[config.mk]
export PLATFORM = sky130hd
export DESIGN_NAME = alu_compare_pipe_flat
export DESIGN_NICKNAME = d
export VERILOG_FILES = /design/src/rtl/alu_compare_pipe_pkg.sv /design/src/rtl/alu_compare_pipe_if.sv /design/src/rtl/alu_compare_pipe_core.sv /design/src/rtl/alu_compare_pipe.sv /design/src/flat_wrapper.sv
export SDC_FILE = /design/constraint.sdc
export NUM_CORES = 1
export LEC_CHECK = 0
export CAP_MARGIN = 15
export CORE_UTILIZATION = 45
export DETAILED_ROUTE_END_ITERATION = 8
export HOLD_SLACK_MARGIN = 0.12
export PLACE_DENSITY = 0.69
export SKIP_CTS_REPAIR_TIMING = 1
export SYNTH_ARGS = -nofsm -noshare
export SYNTH_HDL_FRONTEND = slang
export SYNTH_SLANG_ARGS = --single-unit
[constraint.sdc]
create_clock -name clk -period 8.2 [get_ports clk]
set_input_delay 1.64 -clock clk [delete_from_list [all_inputs] [get_ports clk]]
set_output_delay 1.64 -clock clk [all_outputs]
set_load 0.01 [all_outputs]
[src/rtl/alu_compare_pipe_pkg.sv]
// Shared opcode type, opcode constants and legality helper for the pipelined
// transfer/logic/compare unit.
package alu_pkg;

   typedef logic [3:0] op_t;

   localparam op_t OP_PASS = 4'd2;
   localparam op_t OP_INC  = 4'd3;
   localparam op_t OP_DEC  = 4'd4;
   localparam op_t OP_NOT  = 4'd5;
   localparam op_t OP_NOR  = 4'd6;
   localparam op_t OP_XOR  = 4'd7;
   localparam op_t OP_XNOR = 4'd8;
   localparam op_t OP_GT   = 4'd9;
   localparam op_t OP_LT   = 4'd10;
   localparam op_t OP_EQ   = 4'd11;

   function automatic logic is_legal_op(input op_t op);
      return (op >= OP_PASS) && (op <= OP_EQ);
   endfunction

endpackage

[src/rtl/alu_compare_pipe_if.sv]
// Handshake bundle between the operand register file, the ALU pipe and the
// writeback mux: operand beat in, result beat out, plus the handoff counter.
interface alu_compare_pipe_if
   import alu_pkg::*;
#(
   parameter int WIDTH = 8,
   parameter int CNT_W = 16
);

   logic             in_valid;
   logic             in_ready;
   logic [WIDTH-1:0] a;
   logic [WIDTH-1:0] b;
   op_t              ctrl;
   logic             out_valid;
   logic             out_ready;
   logic [WIDTH-1:0] s;
   logic             ovf;
   logic             zero;
   logic             illegal;
   logic [CNT_W-1:0] op_count;

   modport master (
      output in_valid, a, b, ctrl, out_ready,
      input  in_ready, out_valid, s, ovf, zero, illegal, op_count
   );

   modport slave (
      input  in_valid, a, b, ctrl, out_ready,
      output in_ready, out_valid, s, ovf, zero, illegal, op_count
   );

endinterface

[src/rtl/alu_compare_pipe_core.sv]
// Combinational result and flag logic of the ALU pipe. Build with ALU_SAT_EN
// defined to make INC/DEC saturate at MAX/MIN instead of wrapping.
module alu_compare_core
   import alu_pkg::*;
#(
   parameter int WIDTH  = 8,
   parameter bit SIGNED = 1'b0
) (
   input  logic [WIDTH-1:0] i_a,
   input  logic [WIDTH-1:0] i_b,
   input  op_t              i_ctrl,
   output logic [WIDTH-1:0] o_s,
   output logic             o_ovf,
   output logic             o_zero,
   output logic             o_illegal
);

   localparam logic [WIDTH-1:0] MAX_V = SIGNED ? {1'b0, {(WIDTH-1){1'b1}}} : {WIDTH{1'b1}};
   localparam logic [WIDTH-1:0] MIN_V = SIGNED ? {1'b1, {(WIDTH-1){1'b0}}} : {WIDTH{1'b0}};

   logic w_gt;
   logic w_lt;

   always_comb begin
      if (SIGNED) begin
         w_gt = $signed(i_a) > $signed(i_b);
         w_lt = $signed(i_a) < $signed(i_b);
      end else begin
         w_gt = i_a > i_b;
         w_lt = i_a < i_b;
      end
   end

   always_comb begin
      // NOTE: every output gets a default first so no path through the case infers a latch.
      o_s       = '0;
      o_ovf     = 1'b0;
      o_illegal = !is_legal_op(i_ctrl);
      case (i_ctrl)
         OP_PASS: o_s = i_a;
         OP_INC: begin
            o_ovf = (i_a == MAX_V);
`ifdef ALU_SAT_EN
            o_s   = o_ovf ? i_a : i_a + WIDTH'(1);
`else
            o_s   = i_a + WIDTH'(1);
`endif
         end
         OP_DEC: begin
            o_ovf = (i_a == MIN_V);
`ifdef ALU_SAT_EN
            o_s   = o_ovf ? i_a : i_a - WIDTH'(1);
`else
            o_s   = i_a - WIDTH'(1);
`endif
         end
         OP_NOT:  o_s = ~i_a;
         OP_NOR:  o_s = ~(i_a | i_b);
         OP_XOR:  o_s = i_a ^ i_b;
         OP_XNOR: o_s = ~(i_a ^ i_b);
         OP_GT:   o_s = {{(WIDTH-1){1'b0}}, w_gt};
         OP_LT:   o_s = {{(WIDTH-1){1'b0}}, w_lt};
         OP_EQ:   o_s = {{(WIDTH-1){1'b0}}, (i_a == i_b)};
         default: o_s = '0;
      endcase
      o_zero = (o_s == '0);
   end

endmodule

[src/rtl/alu_compare_pipe.sv]
// Two-stage valid/ready ALU pipe: S1 holds operands, S2 holds result and flags,
// plus a saturating handoff counter. ALU_SAT_EN selects saturating INC/DEC.
module alu_compare_pipe
   import alu_pkg::*;
#(
   parameter int WIDTH  = 8,
   parameter int SIGNED = 0,
   parameter int CNT_W  = 16
) (
   input  logic              clk,
   input  logic              rst_n,
   alu_compare_pipe_if.slave bus
);

   logic             r_s1_valid;
   logic             r_s2_valid;
   logic [WIDTH-1:0] r_a;
   logic [WIDTH-1:0] r_b;
   op_t              r_ctrl;
   logic [WIDTH-1:0] r_s;
   logic             r_ovf;
   logic             r_zero;
   logic             r_illegal;
   logic [CNT_W-1:0] r_op_count;

   logic             w_en1;
   logic             w_en2;
   logic [WIDTH-1:0] w_s;
   logic             w_ovf;
   logic             w_zero;
   logic             w_illegal;

   // Each stage advances when its downstream slot is empty or draining, so a
   // full pipe with out_ready high accepts and emits every cycle.
   assign w_en2 = !r_s2_valid || bus.out_ready;
   assign w_en1 = !r_s1_valid || w_en2;

   alu_compare_core #(
      .WIDTH  (WIDTH),
      .SIGNED (SIGNED != 0)
   ) u_core (
      .i_a       (r_a),
      .i_b       (r_b),
      .i_ctrl    (r_ctrl),
      .o_s       (w_s),
      .o_ovf     (w_ovf),
      .o_zero    (w_zero),
      .o_illegal (w_illegal)
   );

   // rst_n is expected to arrive already release-synchronised to clk.
   always_ff @(posedge clk or negedge rst_n) begin
      if (!rst_n) begin
         r_s1_valid <= 1'b0;
         r_s2_valid <= 1'b0;
         r_a        <= '0;
         r_b        <= '0;
         r_ctrl     <= '0;
         r_s        <= '0;
         r_ovf      <= 1'b0;
         r_zero     <= 1'b0;
         r_illegal  <= 1'b0;
         r_op_count <= '0;
      end else begin
         // NOTE: non-blocking updates let both stages shift on the same edge
         // without S2 seeing the operands S1 is loading this cycle.
         if (w_en1) begin
            r_s1_valid <= bus.in_valid;
            r_a        <= bus.a;
            r_b        <= bus.b;
            r_ctrl     <= bus.ctrl;
         end
         if (w_en2) begin
            r_s2_valid <= r_s1_valid;
            r_s        <= w_s;
            r_ovf      <= w_ovf;
            r_zero     <= w_zero;
            r_illegal  <= w_illegal;
         end
         if (r_s2_valid && bus.out_ready && (r_op_count != '1)) begin
            r_op_count <= r_op_count + CNT_W'(1);
         end
      end
   end

   assign bus.in_ready  = w_en1;
   assign bus.out_valid = r_s2_valid;
   assign bus.s         = r_s;
   assign bus.ovf       = r_ovf;
   assign bus.zero      = r_zero;
   assign bus.illegal   = r_illegal;
   assign bus.op_count  = r_op_count;

endmodule

[src/flat_wrapper.sv]
// flat-port wrapper written by rule: the top's interface ports become plain ports
module alu_compare_pipe_flat import alu_pkg::*;
#(
   parameter int WIDTH  = 8,
   parameter int SIGNED = 0,
   parameter int CNT_W  = 16
)
  (clk, rst_n, bus_in_valid, bus_a, bus_b, bus_ctrl, bus_out_ready, bus_in_ready, bus_out_valid, bus_s, bus_ovf, bus_zero, bus_illegal, bus_op_count);
  alu_compare_pipe_if #(.WIDTH(WIDTH), .CNT_W(CNT_W)) bus_i ();
  input  logic clk;
  input  logic rst_n;
  input wire logic [$bits(bus_i.in_valid)-1:0] bus_in_valid;
  input wire logic [$bits(bus_i.a)-1:0] bus_a;
  input wire logic [$bits(bus_i.b)-1:0] bus_b;
  input wire logic [$bits(bus_i.ctrl)-1:0] bus_ctrl;
  input wire logic [$bits(bus_i.out_ready)-1:0] bus_out_ready;
  output wire logic [$bits(bus_i.in_ready)-1:0] bus_in_ready;
  output wire logic [$bits(bus_i.out_valid)-1:0] bus_out_valid;
  output wire logic [$bits(bus_i.s)-1:0] bus_s;
  output wire logic [$bits(bus_i.ovf)-1:0] bus_ovf;
  output wire logic [$bits(bus_i.zero)-1:0] bus_zero;
  output wire logic [$bits(bus_i.illegal)-1:0] bus_illegal;
  output wire logic [$bits(bus_i.op_count)-1:0] bus_op_count;
  assign bus_i.in_valid = bus_in_valid;
  assign bus_i.a = bus_a;
  assign bus_i.b = bus_b;
  assign bus_i.ctrl = bus_ctrl;
  assign bus_i.out_ready = bus_out_ready;
  assign bus_in_ready = bus_i.in_ready;
  assign bus_out_valid = bus_i.out_valid;
  assign bus_s = bus_i.s;
  assign bus_ovf = bus_i.ovf;
  assign bus_zero = bus_i.zero;
  assign bus_illegal = bus_i.illegal;
  assign bus_op_count = bus_i.op_count;
  alu_compare_pipe #(.WIDTH(WIDTH), .SIGNED(SIGNED), .CNT_W(CNT_W)) u_core (.clk(clk), .rst_n(rst_n), .bus(bus_i));
endmodule
==> results.md, run 1 <==
* Status: finished, violations left
* Failing checks: design-rule violations
* Crit path cell chain: clkdlybuf4s50_1, nor2b_1, nand2_1, buf_4, clkdlybuf4s50_1
* Crit. End Element: primary output
* Overflow after GRT at 0
* First-pass GRT wire length at 12.5 mm
* CORE AREA at 6490 sq um
* Slowest cell delay on critical path at 600 ps
* Die span in y at 84.9 um
* R2R cell count at 9
* Hold Worst Slack at 486 ps
* Max cap viols at 0
* Measured slew at the worst slew-check pin at 900 ps
* Clk buf depth at 2
* Synth area leaders: dfrtp_1 (40%), ha_1 (7.3%), o21ai_0 (4.7%)
* Effective utilization at floorplan at 47.6%
* Detailed Place HPWL at 5.34 mm
* Die ar. at 7210 sq um
* Starting DRT DRC Count at 146
* Tot GR Track Use at 22.1%
* Fin nets at 428
* Htree depth at 2
* Largest net degree at the start of global routing at 50
* Clk root buf: clkbuf_8
* Seq/Total Area, Yosys at 39.6%
* Final Hold Viols at 0
* Slew Limit Fails at 0
* Crit share post-route at 64.4%
* IR Drop Worst-Case VDD at 0.0000743 V
* Via-per-instance ratio at 5.73
* Min cycle time layout at 5280 ps
* WL per Instance at 15.8 um
* Post-synthesis cell count at 340
* Critical path class: in -> out
* Number of global-route vias before repair at 2,564
* I/O Buffers at 52
* EDFF count, synth at 0
* WP data arrival at 3640 ps
* Largest delay contributor family on the critical path: buffers and inverters
* Top FF cell, synth: dfrtp_1
* Cell Rows at 29
* Mapped Area at 3090 sq um
* Share of cells above drive strength 1 at 7.75%
* Crit path max fanout at 39
* Design Power at 0.000705 W
* ANT nets after route at 0
* Die W at 84.9 um
* Residual DRC count at 4
* FMAX at 189 MHz
* Via Count at 2,658
* Drt total wl at 7.34 mm
* Num CTS Buffers at 5
* Worst EP required at 6560 ps
* Total negative slack at 0 ps
* Clock skew at 3.93 ps
* Crit-path slowest cell: nor2b_1
* CTS Sinks at 49
* R2R setup slack at 4340 ps
* Hold Crit Class: reg -> reg
* Setup violators final at 0
* Most common cell on crit path: clkdlybuf4s50_1
* Post-synth top area cell: dfrtp_1
* CTS tree: yes
* Synth top area share at 39.6%
* Most common cell after layout, fill and taps aside: clkdlybuf4s50_1
* RSZ-0062 raised after global routing: false
* Critical path startpoint category: input port
* Worst rel slew slack at 38.5%
* DR pass1 iterations at 7
* Most frequent cells in the layout: clkdlybuf4s50_1 (51), dfrtp_1 (49), nand2_1 (32)
* Initial antenna violation count at 0
* PD cells at 187 nW/um^2
* Cell depth of the worst setup path at 5
* Clock slew at reported path FFs at 90 ps
* Leak at 1.66 nW
* IO Pins at 53
* Synthesized netlist net count at 382
* Worst Path Buf+Inv at 3
* Clock Latency Late Sink at 310 ps
* Mean Syn Cell Area at 9.10 sq um
* Antenna cells at 0
* Synth warn at 0
* Hold Crit Depth at 1
* Area Overhead vs Synth at 22.0%
* Synthesized flop and latch total at 49
* Synth unique cells at 64
* Synth async-reset ratio at 100%
* Fill count at 595
* RD Place Congestion at 0.932
-- metrics by stage --
| step | instances | worst slack, ps | area [sq um] | utilization (%) |
|---|---|---|---|---|
| 2_1_floorplan | 340 | 4200 | 3090 | - |
| 3_3_place_gp | 455 | 2990 | 3660 | 56.4 |
| 3_5_place_dp | 455 | 2940 | 3660 | 56.4 |
| 4_1_cts | 463 | 2920 | 3750 | 57.8 |
| 5_1_grt | 464 | 2740 | 3770 | 58.1 |
| 6_report | 464 | 2920 | 3770 | 58.1 |
-- power breakdown --
part	switching (W)	leakage [nW]	internal, W	total (W)
Clock	0.0000868	0.0445	0.0000607	0.000148
Sequential	0.0000402	0.604	0.000277	0.000317
Combinational	0.000120	1.01	0.000120	0.000241
-- worst reg2reg max path: stages, from the launching register on --
cell and delay [ps]:
dfrtp_1 610, nor4b_2 770, xnor2_1 130, ha_1 280, or4_1 540, nor3_2 210
a211oi_1 70, a2111oi_0 720, and4_1 310, a32o_2 160
-- logic make-up (layout without fill, tap and decap cells) --
group / Yosys count / in the layout / share of synthesized area [%]
compound gates: 79 / 79 / 17.0
xor+xnor: 18 / 18 / 5.09
fa+ha+maj: 18 / 18 / 7.28
buf+inv: 40 / 87 / 4.97
flops: 49 / 49 / 39.6
mux: 9 / 9 / 3.28
simple gates: 127 / 127 / 22.7
-- cells in the mapped netlist, types with 3 or more instances --
cell       instances
a21oi_1            9
o211ai_1           3
and4_1             3
o2111ai_1          3
or4_1              5
and3_1             4
nand3b_1           3
a22o_1             3
xnor2_1            7
nor2_1            24
inv_1             21
clkbuf_1          14
ha_1              18
o21ai_0           29
nor2b_1            5
nand2b_1           8
mux2i_1            3
nand3_1            7
dfrtp_1           49
nand4_1            7
xor2_1            11
mux2_2             5
nor4bb_1           4
a31oi_1            5
buf_2              3
nand2_1           32
nor3_1            10
-- final timing paths --
path,to,start
worst max-delay path,bus_in_ready,bus_out_ready
worst min-delay path,u_core.bus.out_valid$_DFFE_PN0P_,u_core.r_s1_valid$_DFFE_PN0P_
worst max register to register,u_core.bus.zero$_DFFE_PN0P_,u_core.r_ctrl[3]$_DFFE_PN0P_
worst min register to register,u_core.bus.out_valid$_DFFE_PN0P_,u_core.r_s1_valid$_DFFE_PN0P_
max in group asynchronous,u_core.bus.s[4]$_DFFE_PN0P_,rst_n
min in group asynchronous,u_core.bus.op_count[8]$_DFFE_PN0P_,rst_n
-- sequential cells by signal, indices dropped and copies added, names as in the netlist --
signal	flops
u_core.r_a	8
u_core.r_s1_valid	1
u_core.bus.zero	1
u_core.bus.op_count	16
u_core.bus.ovf	1
u_core.bus.s	8
u_core.bus.out_valid	1
u_core.r_b	8
u_core.r_ctrl	4
u_core.bus.illegal	1
-- layout make-up --
class,instances,area [sq um],area share (%)
clock buffer,5,68.8,1.82
clock inverter,3,21.3,0.563
sequential,49,1230,32.5
multi-input combinational,251,1710,45.4
tap,77,96.3,2.55
timing repair buffer,57,566,15.0
inverter,22,82.6,2.19
-- routing by layer --
layer / wire [um] / vias up / share of wire [%] / GRT usage [%]
li1: - / 1313 / - / -
met1: 3460 / 1254 / 47 / 30.7
met2: 3470 / 80 / 47 / 36.3
met3: 317 / 11 / 4.3 / 3.21
met4: 97 / 0 / 1.3 / 6.01
met5: 0 / - / 0 / 0
No activity file was read; power rests on OpenSTA's default activity.
==> run 2, diff against run 1 <==
- PLACE_DENSITY: 0.69 -> 0.71
- clock period: 8.2 -> 4.7 ns (I/O delays scaled with it)
==> results.md, run 2 (synthesis results as in run 1) <==
* Status: finished, violations left
* Failing checks: design-rule violations
* Cell depth of the worst setup path at 10
* Worst EP required at 4950 ps
* Clock skew at 4.85 ps
* Largest net degree at the start of global routing at 50
* Pint at 0.000801 W
* Overflow after GRT at 0
* Leak at 1.67 nW
* DR pass1 iterations at 9
* Max cap viols at 0
* Slew Limit Fails at 0
* Tot GR Track Use at 22.4%
* Hold Crit Start: u_core.bus.op_count[15]$_DFFE_PN0P_
* Die ar. at 7210 sq um
* Most common cell after layout, fill and taps aside: clkdlybuf4s50_1
* Htree depth at 2
* Total negative slack at 0 ps
* CTS Sinks at 49
* Clock share of power at 20.7%
* IR Drop Worst-Case VDD at 0.000143 V
* Clock slew at reported path FFs at 90 ps
* Gate power share at 34.6%
* ANT nets after route at 0
* Residual DRC count at 6
* Design Power at 0.00124 W
* Cell Rows at 29
* FMAX at 289 MHz
* RD Place Congestion at 0.943
* Most frequent cells in the layout: clkdlybuf4s50_1 (51), dfrtp_1 (49), nand2_1 (32)
* Fin nets at 430
* Num CTS Buffers at 5
* Via Count at 2,692
* R2R setup slack at 1240 ps
* WL per Instance at 16.2 um
* First-pass GRT wire length at 12.7 mm
* CTS tree: yes
* Antenna cells at 0
* RSZ-0062 raised after global routing: false
* Effective utilization at floorplan at 47.6%
* Crit path max fanout at 19
* Measured slew at the worst slew-check pin at 735 ps
* Drt total wl at 7.55 mm
* Initial antenna violation count at 0
* Via-per-instance ratio at 5.78
* Clk buf depth at 2
* NetSw at 0.000438 W
* Clk root buf: clkbuf_8
* Fill count at 561
* Final Hold Viols at 0
* Crit share post-route at 73.5%
* Crit path cell chain: buf_4, nor4b_2, xnor2_1, ha_1, or4_1, nor3_2, a211oi_1, a2111oi_0, and4_1, a32o_2
* I/O Buffers at 52
* Min cycle time layout at 3460 ps
* Number of flip-flops in the largest register at 16
* Detailed Place HPWL at 5.59 mm
* Area Overhead vs Synth at 22.5%
* PD cells at 327 nW/um^2
* Hold Crit Class: reg -> reg
* WP data arrival at 3700 ps
* Hold Worst Slack at 493 ps
* Flop pwr share at 44.6%
* Critical path startpoint category: flip-flop
* CORE AREA at 6490 sq um
* Die W at 84.9 um
* Largest delay contributor family on the critical path: simple AND/OR/NAND/NOR gates
* Reg2Reg Launch Point: u_core.r_ctrl[3]$_DFFE_PN0P_
* Share of cells above drive strength 1 at 8.23%
* Setup violators final at 0
* Critical path class: reg -> reg
* IO Pins at 53
* R2R cell count at 10
* Worst Path Buf+Inv at 1
* Worst Setup EP: u_core.bus.zero$_DFFE_PN0P_
* Slowest cell delay on critical path at 690 ps
* Clock Latency Late Sink at 300 ps
* Crit. End Element: flip-flop
* Worst rel slew slack at 50.9%
* Die span in y at 84.9 um
* Crit. Startpoint: u_core.r_ctrl[3]$_DFFE_PN0P_
* Number of global-route vias before repair at 2,580
* Worst reg2reg path endpoint: u_core.bus.zero$_DFFE_PN0P_
* Switching Share at 35.3%
* Crit-path slowest cell: nor4b_2
* Starting DRT DRC Count at 183
## run 2: cell types whose count changed in the layout (fill, tap and decap cells not counted)
cell / before / now
buf_4: 4 / 6
## run 2: layout make-up
| type | count | area [sq um] | share of cell area [%] |
|---|---|---|---|
| Clock buffer | 5 | 68.8 | 1.82 |
| Clock inverter | 3 | 21.3 | 0.561 |
| Inverter | 22 | 82.6 | 2.18 |
| Multi-Input combinational cell | 251 | 1710 | 45.2 |
| Sequential cell | 49 | 1230 | 32.4 |
| Tap cell | 77 | 96.3 | 2.54 |
| Timing Repair Buffer | 59 | 581 | 15.3 |
## run 2: how the worst min path moves through the flow
stage / end / slack [ps] / cells past startpoint
4_1_cts: u_core.bus.op_count[15]$_DFFE_PN0P_ / 490 / 1
3_5_place_dp: u_core.bus.op_count[15]$_DFFE_PN0P_ / 480 / 1
2_1_floorplan: u_core.bus.out_valid$_DFFE_PN0P_ / 430 / 1
5_1_grt: u_core.bus.op_count[15]$_DFFE_PN0P_ / 520 / 1
3_3_place_gp: u_core.bus.ovf$_DFFE_PN0P_ / 470 / 2
6_report: u_core.bus.op_count[15]$_DFFE_PN0P_ / 490 / 1
## run 2: stage by stage
stage	setup slack, ps	cells	instance area, sq um	utilization [%]
after floorplan	1790	340	3090	-
after global placement	1280	457	3680	56.7
after detailed placement	1280	457	3680	56.7
after CTS	1240	465	3770	58.0
after global routing	919	466	3790	58.4
final	1240	466	3790	58.4
## run 2: metal layers
| layer | global-route usage (%) | part of all wire, % |
|---|---|---|
| met2 | 36.7 | 48 |
| met3 | 3.60 | 5.2 |
| met1 | 30.1 | 44 |
| met5 | 0 | 0 |
| met4 | 8.17 | 2.9 |
## run 2: power groups by stage
| stage | clock network, W | registers (W) | logic, W |
|---|---|---|---|
| 2_1_floorplan | 0 | 0.000563 | 0.000230 |
| 3_3_place_gp | 0 | 0.000561 | 0.000423 |
| 3_5_place_dp | 0 | 0.000561 | 0.000425 |
| 4_1_cts | 0.000266 | 0.000552 | 0.000427 |
| 5_1_grt | 0.000285 | 0.000562 | 0.000472 |
| 6_report | 0.000257 | 0.000553 | 0.000429 |
